`config.mk`:
```
export PLATFORM = sky130hd
export DESIGN_NAME = rom_bus_adapter
export DESIGN_NICKNAME = d
export VERILOG_FILES = /design/src/rtl/rom_bus_adapter.sv
export SDC_FILE = /design/constraint.sdc
export NUM_CORES = 1
export LEC_CHECK = 0
export CAP_MARGIN = 15
export CELL_PAD_IN_SITES_DETAIL_PLACEMENT = 1
export CELL_PAD_IN_SITES_GLOBAL_PLACEMENT = 2
export CORE_MARGIN = 10
export CORE_UTILIZATION = 23
export CTS_CLUSTER_DIAMETER = 200
export DETAILED_ROUTE_END_ITERATION = 10
export HOLD_SLACK_MARGIN = 0.02
export PLACE_DENSITY_LB_ADDON = 0.12
export SYNTH_ARGS = -nofsm -noshare
export SYNTH_HDL_FRONTEND = slang
export SYNTH_SLANG_ARGS = --single-unit
```
`constraint.sdc`:
```
create_clock -name clk -period 3.22 [get_ports clk]
set_input_delay 0.483 -clock clk [delete_from_list [all_inputs] [get_ports clk]]
set_output_delay 0.483 -clock clk [all_outputs]
set_load 0.01 [all_outputs]
```
`src/rtl/rom_bus_adapter.sv`:
```
// CPU-side front end for the dual-port boot ROM: one fetch port (ROM port A) and one data port
// (ROM port B). Each port runs its own FSM. Rejected accesses are acknowledged with an error.

module rom_bus_port #(
  parameter logic [31:0] BASE   = 32'h0000_0000,
  parameter int          ROM_AW = 9
) (
  input  logic              clk,
  input  logic              rst,
  input  logic              req,
  input  logic              we,
  input  logic [31:0]       addr,
  output logic              ack,
  output logic [31:0]       data,
  output logic              err,
  output logic              rom_en,
  output logic [ROM_AW-1:0] rom_addr,
  input  logic [31:0]       rom_do,
  output logic              wr_reject
);

  localparam int WIN_LO = ROM_AW + 2;

  typedef enum logic [1:0] {
    IDLE,
    READ,
    ACK
  } state_t;

  state_t            state_q, state_d;
  logic              err_q;
  logic [31:0]       data_q;
  logic [ROM_AW-1:0] rom_addr_q;
  logic              in_window;
  logic              accept_read;
  logic              reject;
  logic              unused_addr_bits;

  // Bits [1:0] select a byte within the word; every access is a full word.
  assign unused_addr_bits = ^addr[1:0];
  assign in_window        = (addr[31:WIN_LO] == BASE[31:WIN_LO]);

  // NOTE: every output of this block gets a default first, so no path leaves one unassigned
  // and no latch is inferred.
  always_comb begin
    state_d     = state_q;
    accept_read = 1'b0;
    reject      = 1'b0;
    case (state_q)
      IDLE: begin
        if (req) begin
          if (in_window && !we) begin
            state_d     = READ;
            accept_read = 1'b1;
          end else begin
            state_d = ACK;
            reject  = 1'b1;
          end
        end
      end
      READ:    state_d = ACK;
      ACK:     state_d = IDLE;
      default: state_d = IDLE;
    endcase
  end

  // NOTE: sequential state uses non-blocking assignments, so every register in this block
  // samples values from before the edge, whatever order the statements are written in.
  always_ff @(posedge clk or posedge rst) begin
    if (rst) begin
      state_q    <= IDLE;
      err_q      <= 1'b0;
      data_q     <= '0;
      rom_addr_q <= '0;
    end else begin
      state_q <= state_d;
      if (accept_read) begin
        rom_addr_q <= addr[WIN_LO-1:2];
        err_q      <= 1'b0;
      end
      if (reject) begin
        err_q <= 1'b1;
      end
      // rom_do was updated by the ROM on the falling edge inside the READ cycle.
      if (state_q == READ) begin
        data_q <= rom_do;
      end
    end
  end

  assign ack       = (state_q == ACK);
  assign err       = ack & err_q;
  // A rejected access returns zero without disturbing the last captured word.
  assign data      = err ? 32'h0000_0000 : data_q;
  assign rom_en    = (state_q == READ);
  assign rom_addr  = rom_addr_q;
  assign wr_reject = reject & we;

endmodule

module rom_bus_adapter #(
  parameter logic [31:0] BASE   = 32'h0000_0000,
  parameter int          ROM_AW = 9,
  parameter int          CNT_W  = 8
) (
  input  logic              clk,
  input  logic              rst,
  input  logic              i_req,
  input  logic [31:0]       i_addr,
  output logic              i_ack,
  output logic [31:0]       i_data,
  output logic              i_err,
  input  logic              d_req,
  input  logic              d_we,
  input  logic [31:0]       d_addr,
  output logic              d_ack,
  output logic [31:0]       d_data,
  output logic              d_err,
  output logic              rom_ena,
  output logic [ROM_AW-1:0] rom_addra,
  input  logic [31:0]       rom_doa,
  output logic              rom_enb,
  output logic [ROM_AW-1:0] rom_addrb,
  input  logic [31:0]       rom_dob,
  output logic [CNT_W-1:0]  wr_err_cnt
);

  logic              d_wr_reject;
  logic              i_wr_reject_unused;
  logic [CNT_W-1:0]  cnt_q;

  rom_bus_port #(.BASE(BASE), .ROM_AW(ROM_AW)) u_i_port (
    .clk       (clk),
    .rst       (rst),
    .req       (i_req),
    .we        (1'b0),
    .addr      (i_addr),
    .ack       (i_ack),
    .data      (i_data),
    .err       (i_err),
    .rom_en    (rom_ena),
    .rom_addr  (rom_addra),
    .rom_do    (rom_doa),
    .wr_reject (i_wr_reject_unused)
  );

  rom_bus_port #(.BASE(BASE), .ROM_AW(ROM_AW)) u_d_port (
    .clk       (clk),
    .rst       (rst),
    .req       (d_req),
    .we        (d_we),
    .addr      (d_addr),
    .ack       (d_ack),
    .data      (d_data),
    .err       (d_err),
    .rom_en    (rom_enb),
    .rom_addr  (rom_addrb),
    .rom_do    (rom_dob),
    .wr_reject (d_wr_reject)
  );

  // Saturating count of rejected writes; only the data port can raise a write.
  always_ff @(posedge clk or posedge rst) begin
    if (rst) begin
      cnt_q <= '0;
    end else if (d_wr_reject && (cnt_q != {CNT_W{1'b1}})) begin
      cnt_q <= cnt_q + 1'b1;
    end
  end

  assign wr_err_cnt = cnt_q;

endmodule

```
==> parameters.txt <==
Parameter                              Value

Route
  Drt via density    4.24
  Wirelength, routed    14.2 mm
  # DRC    0
  Pre-Repair DR Iteration Count    4
  Detailed router's first-iteration violation count    75
  Average wire per standard cell    18.0 µm
  ANT nets after route    0
  Routed vias    3,342

Placed design
  Number of I/O port buffers    approximately 220
  Detailed placement HPWL    11.2 mm
  Placer congestion estimate    0.760
  Placed instance area    6760 µm²

Timing
  Minimum clock period after layout    ~2700 ps
  Worst hold slack across all endpoints    422 ps
  Maximum operating frequency    365 MHz
  Setup repair after global routing missed its margin    no
  Final setup violation count    0
  Slew at the pin closest to its max-slew limit    723 ps
  Summed negative setup slack over all endpoints    0 ps
  Number of hold violations in the final report    0
  Fin. max-slew vios    0
  Relative max-transition margin    between 50% and 60%
  Clock skew after layout    5.01 ps
  Post-route clock period utilization    85.2%

Synthesis
  Avg Cell Area, Syn    12.9 µm²
  Mapped Area    4220 µm²
  Sequential-to-total area share from yosys stat    a little under three fifths
  Post-synthesis register bit count    96
  Mapped Cells    roughly 330
  Post-synth cell types    25
  Ys Warns    0
  Synthesized net count    462

Die
  Floorplan die width    155 µm
  Floorplan die area    24,200 µm²
  Number of rows in the core area    slightly below 50
  Die Y    approximately 160 µm
  Num ports    229
  Core Footprint    approximately 18,000 µm²
  Initial Utilization    23.4%

CTS
  Clock-pin transition on the worst setup and hold timing paths    70 ps
  Post-CTS Setup Bufs    0
  TritonCTS buffer count    9
  Master cell of the clock root buffer    sky130_fd_sc_hd__clkbuf_16
  Number of resized instances in the post-cts repair step    0
  Quantity of hold-fixing buffers added after cts    0
  Maximum clock insertion buffer count    2
  CTS tree    built
  Sinks on Clock Net    96
  Clock latency on the worst-skew pair    340 ps
  H-tree Lvls    3

Global route
  Number of global-route vias before repair    3,651
  Number of antenna violations at the first check in global routing    0
  Global-route wire length before repair    21.3 mm
  Global-route usage over all layers    11.3%
  Total congestion overflow    0
  Largest net degree at the start of global routing    52

Critical path
  Master of the slowest instance on the critical path    sky130_fd_sc_hd__clkdlybuf4s50_1
  Worst Path Class, Setup    flop to primary output
  Biggest fanout along the worst timing path    20
  R2r worst-path depth    3
  Crit path arrival time    about 2300 ps
  Endpoint required time on the critical path    approximately 2700 ps
  Critical path endpoint category    primary output
  Maximum cell stage delay along the critical path    550 ps
  Worst Setup Start Kind    flop
  Critical Path, Cell by Cell    nor2b_1, nand2_1, buf_4, and2_1, clkdlybuf4s50_1

Power and ir drop
  Net Sw Frac    a little over a fifth
  Logic pwr share    12.5%
  Sequential Power Share    44.8%
  Clock group share of total power    roughly 43%
  Net switching component of the power    621 µW
  Internal    2.25 mW
  Pwr/cell area    404 nW/µm²
  Leakage power    between 3 and 4 nW
  Worst IR drop on VDD    a little under 0.3 mV

Cells and area
  Final #Nets    roughly 690
  Layout Cell Area excl Fill    7090 µm²
  Diodes inserted    0
  Layout cells sized above 1    19.3%
  Area growth from synthesis to layout    68.1%

Run
  Max_cap viols    0

Hold path
  Class of the worst hold path    primary input to async pin

Outcome
  Result of the run    complete, no violations
==> critical path, delay by kind of cell (launching register included) <==
kind / cells / cell delay (ps)
buffers and inverters: 2 / 840
and+or+nand+nor: 3 / 640
DFF: 1 / 430
==> metal layers <==
metal | part of all wire [%] | wire (µm) | vias up | GRT usage (%)
met2 | 49 | 6960 | 118 | 18.7
li1 | - | - | 1587 | -
met4 | 1.3 | 182 | 0 | 4.01
met5 | 0 | 0 | - | 0
met1 | 40 | 5690 | 1626 | 12.6
met3 | 9.4 | 1330 | 11 | 5.13
==> final timing paths <==
check	startpoint	end	slack (ps)
worst min-delay path	rst	u_d_port.data_q[26]$_DFFE_PP0P_	420
worst min register to register	u_i_port.data_q[1]$_DFFE_PP0P_	u_i_port.data_q[1]$_DFFE_PP0P_	500
worst max-delay path	u_i_port.state_q[1]$_DFFE_PP0P_	i_data[31]	480
min in group clk	u_i_port.data_q[1]$_DFFE_PP0P_	u_i_port.data_q[1]$_DFFE_PP0P_	500
max in group asynchronous	rst	u_d_port.rom_addr[3]$_DFFE_PP0P_	2110
worst max register to register	u_d_port.state_q[1]$_DFFE_PP0P_	wr_err_cnt[1]$_DFFE_PP0P_	1380
==> cells in the mapped netlist <==
master	instances	area, µm²
sky130_fd_sc_hd__inv_1	3	11.3
sky130_fd_sc_hd__a41oi_1	1	8.76
sky130_fd_sc_hd__clkbuf_1	8	30.0
sky130_fd_sc_hd__nor2b_1	5	31.3
sky130_fd_sc_hd__and2_1	64	400
sky130_fd_sc_hd__nand4bb_1	1	11.3
sky130_fd_sc_hd__ha_1	1	12.5
sky130_fd_sc_hd__o21ai_0	1	5.00
sky130_fd_sc_hd__nor2_2	1	6.26
sky130_fd_sc_hd__dfrtp_1	96	2400
sky130_fd_sc_hd__xnor2_1	5	43.8
sky130_fd_sc_hd__and4_1	1	8.76
sky130_fd_sc_hd__nand4_1	5	31.3
sky130_fd_sc_hd__nor4_1	12	75.1
sky130_fd_sc_hd__nor3_1	5	25.0
sky130_fd_sc_hd__buf_2	6	30.0
sky130_fd_sc_hd__nor3_4	1	16.3
sky130_fd_sc_hd__nor2_1	9	33.8
sky130_fd_sc_hd__xor2_1	1	8.76
sky130_fd_sc_hd__and3_1	1	6.26
sky130_fd_sc_hd__nand2_1	10	37.5
sky130_fd_sc_hd__mux2_2	84	946
sky130_fd_sc_hd__nand2b_1	2	12.5
sky130_fd_sc_hd__nand3_1	3	15.0
sky130_fd_sc_hd__a21oi_1	2	10.0
==> kinds of logic after synthesis <==
family | synth area share (%)
AND/OR/NAND/NOR | 16.8
AO/OA/AOI/OAI | 0.563
flip-flops | 56.9
buffers and inverters | 1.69
multiplexers | 22.4
adder cells (fa/ha/maj) | 0.297
XOR/XNOR | 1.25
==> power by group through the flow <==
| stage | Clock, mW | Combinational, mW | Sequential (mW) |
|---|---|---|---|
| 2_1_floorplan | 0 | 0.0892 | 1.31 |
| 3_3_place_gp | 0 | 0.360 | 1.30 |
| 3_5_place_dp | 0 | 0.366 | 1.31 |
| 4_1_cts | 1.28 | 0.368 | 1.28 |
| 5_1_grt | 1.33 | 0.393 | 1.29 |
| 6_report | 1.23 | 0.358 | 1.28 |
==> flip-flops by register name, indices dropped and copies added (netlist names) <==
name               cells
u_d_port.state_q       2
u_d_port.rom_addr      9
u_i_port.data_q       32
u_i_port.err_q         1
u_d_port.err_q         1
u_i_port.rom_addr      9
u_i_port.state_q       2
u_d_port.data_q       32
wr_err_cnt             8
==> layout by cell type, fill, tap and decap left out, types with 2 or more instances in the layout <==
| cell | Yosys | routed |
|---|---|---|
| sky130_fd_sc_hd__nand2b_1 | 2 | 2 |
| sky130_fd_sc_hd__nand2_1 | 10 | 10 |
| sky130_fd_sc_hd__dfrtp_1 | 96 | 96 |
| sky130_fd_sc_hd__nor2_1 | 9 | 9 |
| sky130_fd_sc_hd__nor2b_1 | 5 | 3 |
| sky130_fd_sc_hd__clkdlybuf4s50_1 | 0 | 224 |
| sky130_fd_sc_hd__and2_1 | 64 | 64 |
| sky130_fd_sc_hd__a21oi_1 | 2 | 2 |
| sky130_fd_sc_hd__bufinv_16 | 0 | 3 |
| sky130_fd_sc_hd__inv_1 | 3 | 2 |
| sky130_fd_sc_hd__nor4_1 | 12 | 12 |
| sky130_fd_sc_hd__buf_4 | 0 | 5 |
| sky130_fd_sc_hd__nand4_1 | 5 | 5 |
| sky130_fd_sc_hd__xnor2_1 | 5 | 5 |
| sky130_fd_sc_hd__clkbuf_1 | 8 | 2 |
| sky130_fd_sc_hd__clkbuf_16 | 0 | 9 |
| sky130_fd_sc_hd__mux2_2 | 84 | 84 |
| sky130_fd_sc_hd__nor3_1 | 5 | 5 |
| sky130_fd_sc_hd__nand3_1 | 3 | 3 |
==> layout make-up <==
type,count,area (µm²)
Fill cell,1934,10900
Sequential cell,96,2400
Timing Repair Buffer,230,2300
Multi-Input combinational cell,215,1760
Tap cell,229,287
Clock buffer,12,246
Clock inverter,3,90.1
Inverter,3,13.8
==> through the flow <==
step	setup slack (ps)	power, mW	util [%]	std cells
3_5_place_dp	682	1.67	37.5	773
4_1_cts	383	2.93	39.4	788
5_1_grt	263	3.02	39.4	788
2_1_floorplan	232	1.40	-	328
6_report	477	2.87	39.4	788
3_3_place_gp	759	1.67	37.5	773
(Power assumes the default switching activity.)
